==> src/rtl/l2_next_line_prefetcher.sv <==
// Next-line prefetcher between L2 and the L2/pmem arbiter: one-line buffer,
// speculative next-line fetch, and demand match-fetch for buffered addresses.
module l2_next_line_prefetcher #(
  parameter int unsigned OFFSET_BITS = 5,
  parameter int unsigned PAGE_BITS   = 12,
  parameter bit          ENABLE      = 1'b1
) (
  input  logic         clk,
  input  logic         reset,
  input  logic         L2_read,
  input  logic         L2_write,
  input  logic [31:0]  L2_addr,
  input  logic         L2_arb_resp,
  output logic [255:0] pre_l2_rdata,
  output logic         pre_l2_resp,
  output logic         pre_read,
  output logic [31:0]  pre_addr,
  input  logic [255:0] arb_pre_rdata,
  input  logic         arb_pre_resp
);

  localparam int unsigned LINE_W = 32 - OFFSET_BITS;

  typedef enum logic [1:0] {IDLE, FETCH, RESP} state_t;

  state_t        state, state_next;
  logic          buf_valid, buf_valid_next;
  logic [255:0]  buf_data, buf_data_next;
  logic [31:0]   pre_addr_q, pre_addr_next;
  logic          pend_valid, pend_valid_next;
  logic [31:0]   pend_addr, pend_addr_next;
  logic          discard, discard_next;
  logic          demand_owned, demand_owned_next;

  logic              match, wr_hit_buf;
  logic              cand_fire, cand_page_end, cand_dup;
  logic [LINE_W-1:0] cand_line;
  logic [31:0]       cand_nl;

  // Same full-width compare the arbiter uses to suppress its own demand read.
  assign match      = L2_read  && (L2_addr == pre_addr_q);
  assign wr_hit_buf = L2_write && (L2_addr == pre_addr_q);

  // A demand completion is the newer event and takes precedence over RESP.
  assign cand_fire     = (L2_arb_resp && L2_read) || (state == RESP);
  assign cand_line     = (L2_arb_resp && L2_read) ? L2_addr[31:OFFSET_BITS]
                                                  : pre_addr_q[31:OFFSET_BITS];
  assign cand_page_end = &cand_line[PAGE_BITS-OFFSET_BITS-1:0];
  assign cand_nl       = {cand_line + LINE_W'(1), {OFFSET_BITS{1'b0}}};
  assign cand_dup      = (cand_nl == pre_addr_q) && buf_valid;

  always_comb begin
    // NOTE: every variable gets a default before any branch, so no path
    // through this block can leave a value unassigned and infer a latch.
    state_next        = state;
    buf_valid_next    = buf_valid;
    buf_data_next     = buf_data;
    pre_addr_next     = pre_addr_q;
    pend_valid_next   = pend_valid;
    pend_addr_next    = pend_addr;
    discard_next      = discard;
    demand_owned_next = demand_owned;

    case (state)
      IDLE: begin
        if (match && buf_valid) begin
          state_next = RESP;
        end else if (match) begin
          // The arbiter will not fetch this line itself, so we must.
          state_next        = FETCH;
          demand_owned_next = 1'b1;
        end else if (pend_valid && !L2_read && !L2_write && ENABLE) begin
          state_next        = FETCH;
          pre_addr_next     = pend_addr;
          buf_valid_next    = 1'b0;
          pend_valid_next   = 1'b0;
          demand_owned_next = 1'b0;
        end
      end
      FETCH: begin
        if (arb_pre_resp) begin
          buf_data_next  = arb_pre_rdata;
          buf_valid_next = !discard;
          discard_next   = 1'b0;
          state_next     = ((demand_owned || match) && !discard && !wr_hit_buf)
                           ? RESP : IDLE;
        end
      end
      RESP:    state_next = IDLE;
      default: state_next = IDLE;
    endcase

    if (cand_fire && !cand_page_end && !cand_dup) begin
      pend_valid_next = 1'b1;
      pend_addr_next  = cand_nl;
    end

    // Writebacks invalidate last so they win over a same-cycle fill.
    if (wr_hit_buf) begin
      buf_valid_next = 1'b0;
      if (state == FETCH && !arb_pre_resp) discard_next = 1'b1;
    end
    if (L2_write && (L2_addr == pend_addr_next)) pend_valid_next = 1'b0;
  end

  always_ff @(posedge clk) begin
    if (reset) begin
      state        <= IDLE;
      buf_valid    <= 1'b0;
      // NOTE: the line buffer is a plain register, not a RAM, so clearing it
      // on reset is cheap and gives a defined pre_l2_rdata after reset.
      buf_data     <= '0;
      pre_addr_q   <= '0;
      pend_valid   <= 1'b0;
      pend_addr    <= '0;
      discard      <= 1'b0;
      demand_owned <= 1'b0;
    end else begin
      // NOTE: non-blocking updates so every register samples the same
      // pre-edge values regardless of statement order.
      state        <= state_next;
      buf_valid    <= buf_valid_next;
      buf_data     <= buf_data_next;
      pre_addr_q   <= pre_addr_next;
      pend_valid   <= pend_valid_next;
      pend_addr    <= pend_addr_next;
      discard      <= discard_next;
      demand_owned <= demand_owned_next;
    end
  end

  assign pre_read     = (state == FETCH) && !reset;
  assign pre_l2_resp  = (state == RESP)  && !reset;
  assign pre_l2_rdata = buf_data;
  assign pre_addr     = pre_addr_q;

endmodule

==> config.mk <==
export PLATFORM = sky130hd
export DESIGN_NAME = l2_next_line_prefetcher
export DESIGN_NICKNAME = d
export VERILOG_FILES = /design/src/rtl/l2_next_line_prefetcher.sv
export SDC_FILE = /design/constraint.sdc
export NUM_CORES = 1
export LEC_CHECK = 0
export CAP_MARGIN = 20
export CORE_AREA = 2 2 228 230
export CTS_CLUSTER_DIAMETER = 60
export DETAILED_ROUTE_END_ITERATION = 7
export DIE_AREA = 0 0 230 232
export GPL_ROUTABILITY_DRIVEN = 0
export PLACE_DENSITY_LB_ADDON = 0.25
export SLEW_MARGIN = 20
export SYNTH_ARGS = -nofsm -noshare
export SYNTH_HDL_FRONTEND = slang
export SYNTH_SLANG_ARGS = --single-unit
==> constraint.sdc <==
create_clock -name clk -period 13.1 [get_ports clk]
set_clock_uncertainty 0.1 [all_clocks]
set_input_delay 1.965 -clock clk [delete_from_list [all_inputs] [get_ports clk]]
set_output_delay 1.965 -clock clk [all_outputs]
set_load 0.05 [all_outputs]
==> key figures <==
Drt
  • Routed WL per cell: 19.9 um
  • Via count: 15.3k
  • Initial drt markers: 1207
  • TritonRoute pass-1 iters: 5
  • Final WL: 62300 um
  • Vias/cell: 4.91
  • Post-route DRC: 0
  • Routed Antenna Nets: 0

Power and ir drop
  • Internal power: 1.80 mW
  • Net load switching power: 619 uW
  • Part of the power in registers: 41.9%
  • P per Cell Area: 109 nW/um2
  • VDD IR-drop max: 0.0854 mV
  • Pleak: 7.43 nW
  • Final Total Pwr: 2.42 mW
  • Clk pwr share: 46.2%
  • Comb power frac: 11.9%
  • Switch share: 25.6%

Setup path
  • FF-to-FF End: pend_addr[5]
  • Crit path from: L2_arb_resp
  • Crit Path Class: in -> reg
  • Crit-path max FO: 32
  • Critical Path End: pend_addr[5]
  • Nature of the critical path endpoint: register
  • Reg2reg setup slack: 7850 ps
  • FF-to-FF Start: pre_addr[5]
  • Crit path DAT: 8090 ps
  • Req. time, crit path: 13410 ps
  • Startpoint Class: primary input
  • Reg2reg path depth: 13

Floorplanning
  • Io pins: 584
  • Starting Density: 28.9%
  • Die Y: 232 um
  • Die Span X: 230 um
  • Num rows: 83
  • Total core area: 50900 um2
  • Total die area: 53400 um2

Yosys
  • Synth Flop Type: dfxtp_1
  • FF+latch count, synth: 326
  • Yosys cell types: 70
  • Yosys warns: 0
  • Mapped Nets: 2215
  • Synthesized area: 14700 um2
  • Async S/R FF share, synth: 0%
  • Mean Syn Cell Area: 7.66 um2
  • Post-Syn Instances: 1920
  • Sequential area share after synthesis: 44.4%
  • Post-synth EDFFs: 0

GRT
  • Met2 GRT Util: 37.6%
  • Vias in the first global route: 14.8k
  • GRT Max-Usage Layer: met2
  • Total track usage: 22.3%
  • Met3 Usage GRT: 8.31%
  • Initial antenna violation count: 17
  • First-pass GRT wire length: 90900 um
  • Largest net degree at the start of global routing: 214
  • GR Util met1: 25.4%
  • Grt total ovfl: 0

Timing
  • Rel. slew slack: 31.5%
  • Max Slew Vio Count: 0
  • Fin crit period: 7770 ps
  • Setup_tns: 0 ps
  • Fmax: 129 MHz
  • Final setup vio count: 0
  • Worst-Margin Slew: 1030 ps
  • Unrepaired setup endpoints after global routing: no
  • Fin crit share: 59.3%
  • Hold Violations, Final: 0

Clock tree
  • H-tree Lvls: 2
  • Clk buf depth: 3
  • Total clock sinks: 326
  • Number of CTS-inserted buffers: 42
  • Skew-Pair Late Insertion Delay: 560 ps
  • Post-CTS sizing: 0
  • Root buffer cell: clkbuf_16
  • CTS Hold Buffers Added: 0
  • Reg clk slew, reported paths: 60 ps
  • CTS tree: yes
  • Setup Buffers After CTS: 0

Final layout
  • Area Overhead vs Synth: 51.6%
  • Final nets: 2704
  • Layout cells sized above 1: 4.55%

Status
  • Run status: completed

Worst hold path
  • Worst min path class: reg -> reg
  • Hold depth: 2

Placement
  • Final HPWL DP: 46600 um
  • IO buf count: 583

Flow run
  • Number of max-cap violations: 0
[cell usage in the layout (no fill, tap or decap), types with 5 or more instances in the layout]
cell type / synthesis / routed
nor4_1: 16 / 16
inv_1: 20 / 20
or3_1: 8 / 8
nor2_1: 66 / 66
a211o_1: 5 / 5
and2_1: 12 / 10
clkinv_2: 0 / 5
xnor2_1: 56 / 56
clkbuf_1: 127 / 8
and3_1: 8 / 8
o2111ai_1: 11 / 11
xor2_1: 49 / 49
mux2_2: 5 / 5
o21ai_0: 18 / 18
mux2i_1: 45 / 45
o21ai_1: 8 / 8
nand4_1: 36 / 36
nor3_1: 22 / 22
nand2b_1: 5 / 5
o211ai_1: 5 / 5
clkbuf_8: 0 / 10
o21ai_2: 5 / 5
nor2b_1: 5 / 5
clkbuf_16: 0 / 43
clkdlybuf4s50_1: 0 / 582
dfxtp_1: 326 / 326
nand3_1: 13 / 13
o22ai_1: 10 / 10
buf_4: 1 / 11
a21oi_1: 300 / 300
nand2_1: 637 / 636
[sequential cells by signal, summed over array words and instances, names as in the netlist, named ones only]
signal        flops
buf_valid         1
pre_l2_rdata    256
pre_addr         32
pend_valid        1
pend_addr        32
state             2
demand_owned      1
[per-layer routing]
metal  up-vias  part of all wire (%)
li1       7413                     -
met1      7111                    38
met2       642                    48
met3       152                   9.5
met4        22                   4.2
met5         -                  0.24
[power by group through the flow]
stage	registers, mW	clock network [mW]	logic (mW)
after floorplan	1.07	0	0.0996
final	1.01	1.12	0.288
after CTS	1.01	1.15	0.287
after detailed placement	1.04	0	0.285
after global routing	1.02	1.19	0.304
after global placement	1.03	0	0.284
[Yosys cell counts, types with 8 or more instances]
library cell    n  share of area, %
nand3_1        13              0.44
o21ai_1         8              0.27
o22ai_1        10              0.43
nand4_1        36               1.5
or3_1           8              0.34
o21ai_0        18              0.61
and3_1          8              0.34
dfxtp_1       326                44
buf_1           8              0.20
mux2i_1        45               3.1
nand2_1       637                16
inv_1          20              0.51
o2111ai_1      11              0.66
nor3_1         22              0.75
and2_1         12              0.51
nor4_1         16              0.68
clkbuf_1      127               3.2
a21oi_1       300                10
xor2_1         49               2.9
nor2_1         66               1.7
xnor2_1        56               3.3
buf_2          12              0.41
[cell families after synthesis]
| kind of cell | after synthesis | synth area share [%] |
|---|---|---|
| buffers and inverters | 171 | 4.59 |
| xor gates and xnor gates | 108 | 6.71 |
| muxes | 51 | 3.54 |
| and+or+nand+nor | 852 | 24.8 |
| DFF | 326 | 44.4 |
| AOI/OAI and AO/OA | 411 | 15.9 |
| adders and majority gates | 1 | 0.0851 |
[how the worst min path moves through the flow]
stage	from	to	slack (ps)
floorplan	pend_addr[0]	pre_addr[0]	330
global placement	pre_l2_rdata[186]	pre_l2_rdata[186]	340
detailed placement	pre_l2_rdata[240]	pre_l2_rdata[240]	350
CTS	pend_addr[18]	pre_addr[18]	350
global route	pre_l2_rdata[240]	pre_l2_rdata[240]	370
finish	pend_addr[18]	pre_addr[18]	350
[per-stage QoR]
step           util, %  setup WS (ps)  instance area (um2)  std cells  hold WS (ps)
6_report          43.8           5330                22300       3124           348
5_1_grt           43.8           5040                22300       3120           367
3_3_place_gp      41.1           5050                20900       3045           341
4_1_cts           43.8           5510                22300       3120           350
2_1_floorplan        -           6740                14700       1920           332
3_5_place_dp      41.1           4930                20900       3045           345
[critical path, cell delays in order]
cell	delay, ps
clkdlybuf4s50_1	1100
nand2_1	110
buf_4	290
o21ai_0	400
ha_1	540
o21ai_0	360
or3_1	620
nor4_2	510
nor3_1	90
a211o_1	290
nor3_1	700
a21oi_4	440
buf_4	360
mux2i_1	140
nor2b_1	150
[area by class of cell]
cell class                 count  area, um2
fill                        5111      28600
tap                          680        851
multi-input combinational   1423       7520
timing repair buffer         595       5940
clock inverter                14        119
antenna                        4       10.0
clock buffer                  61       1240
inverter                      21       78.8
sequential                   326       6530
No activity file was read; power rests on OpenSTA's default activity.
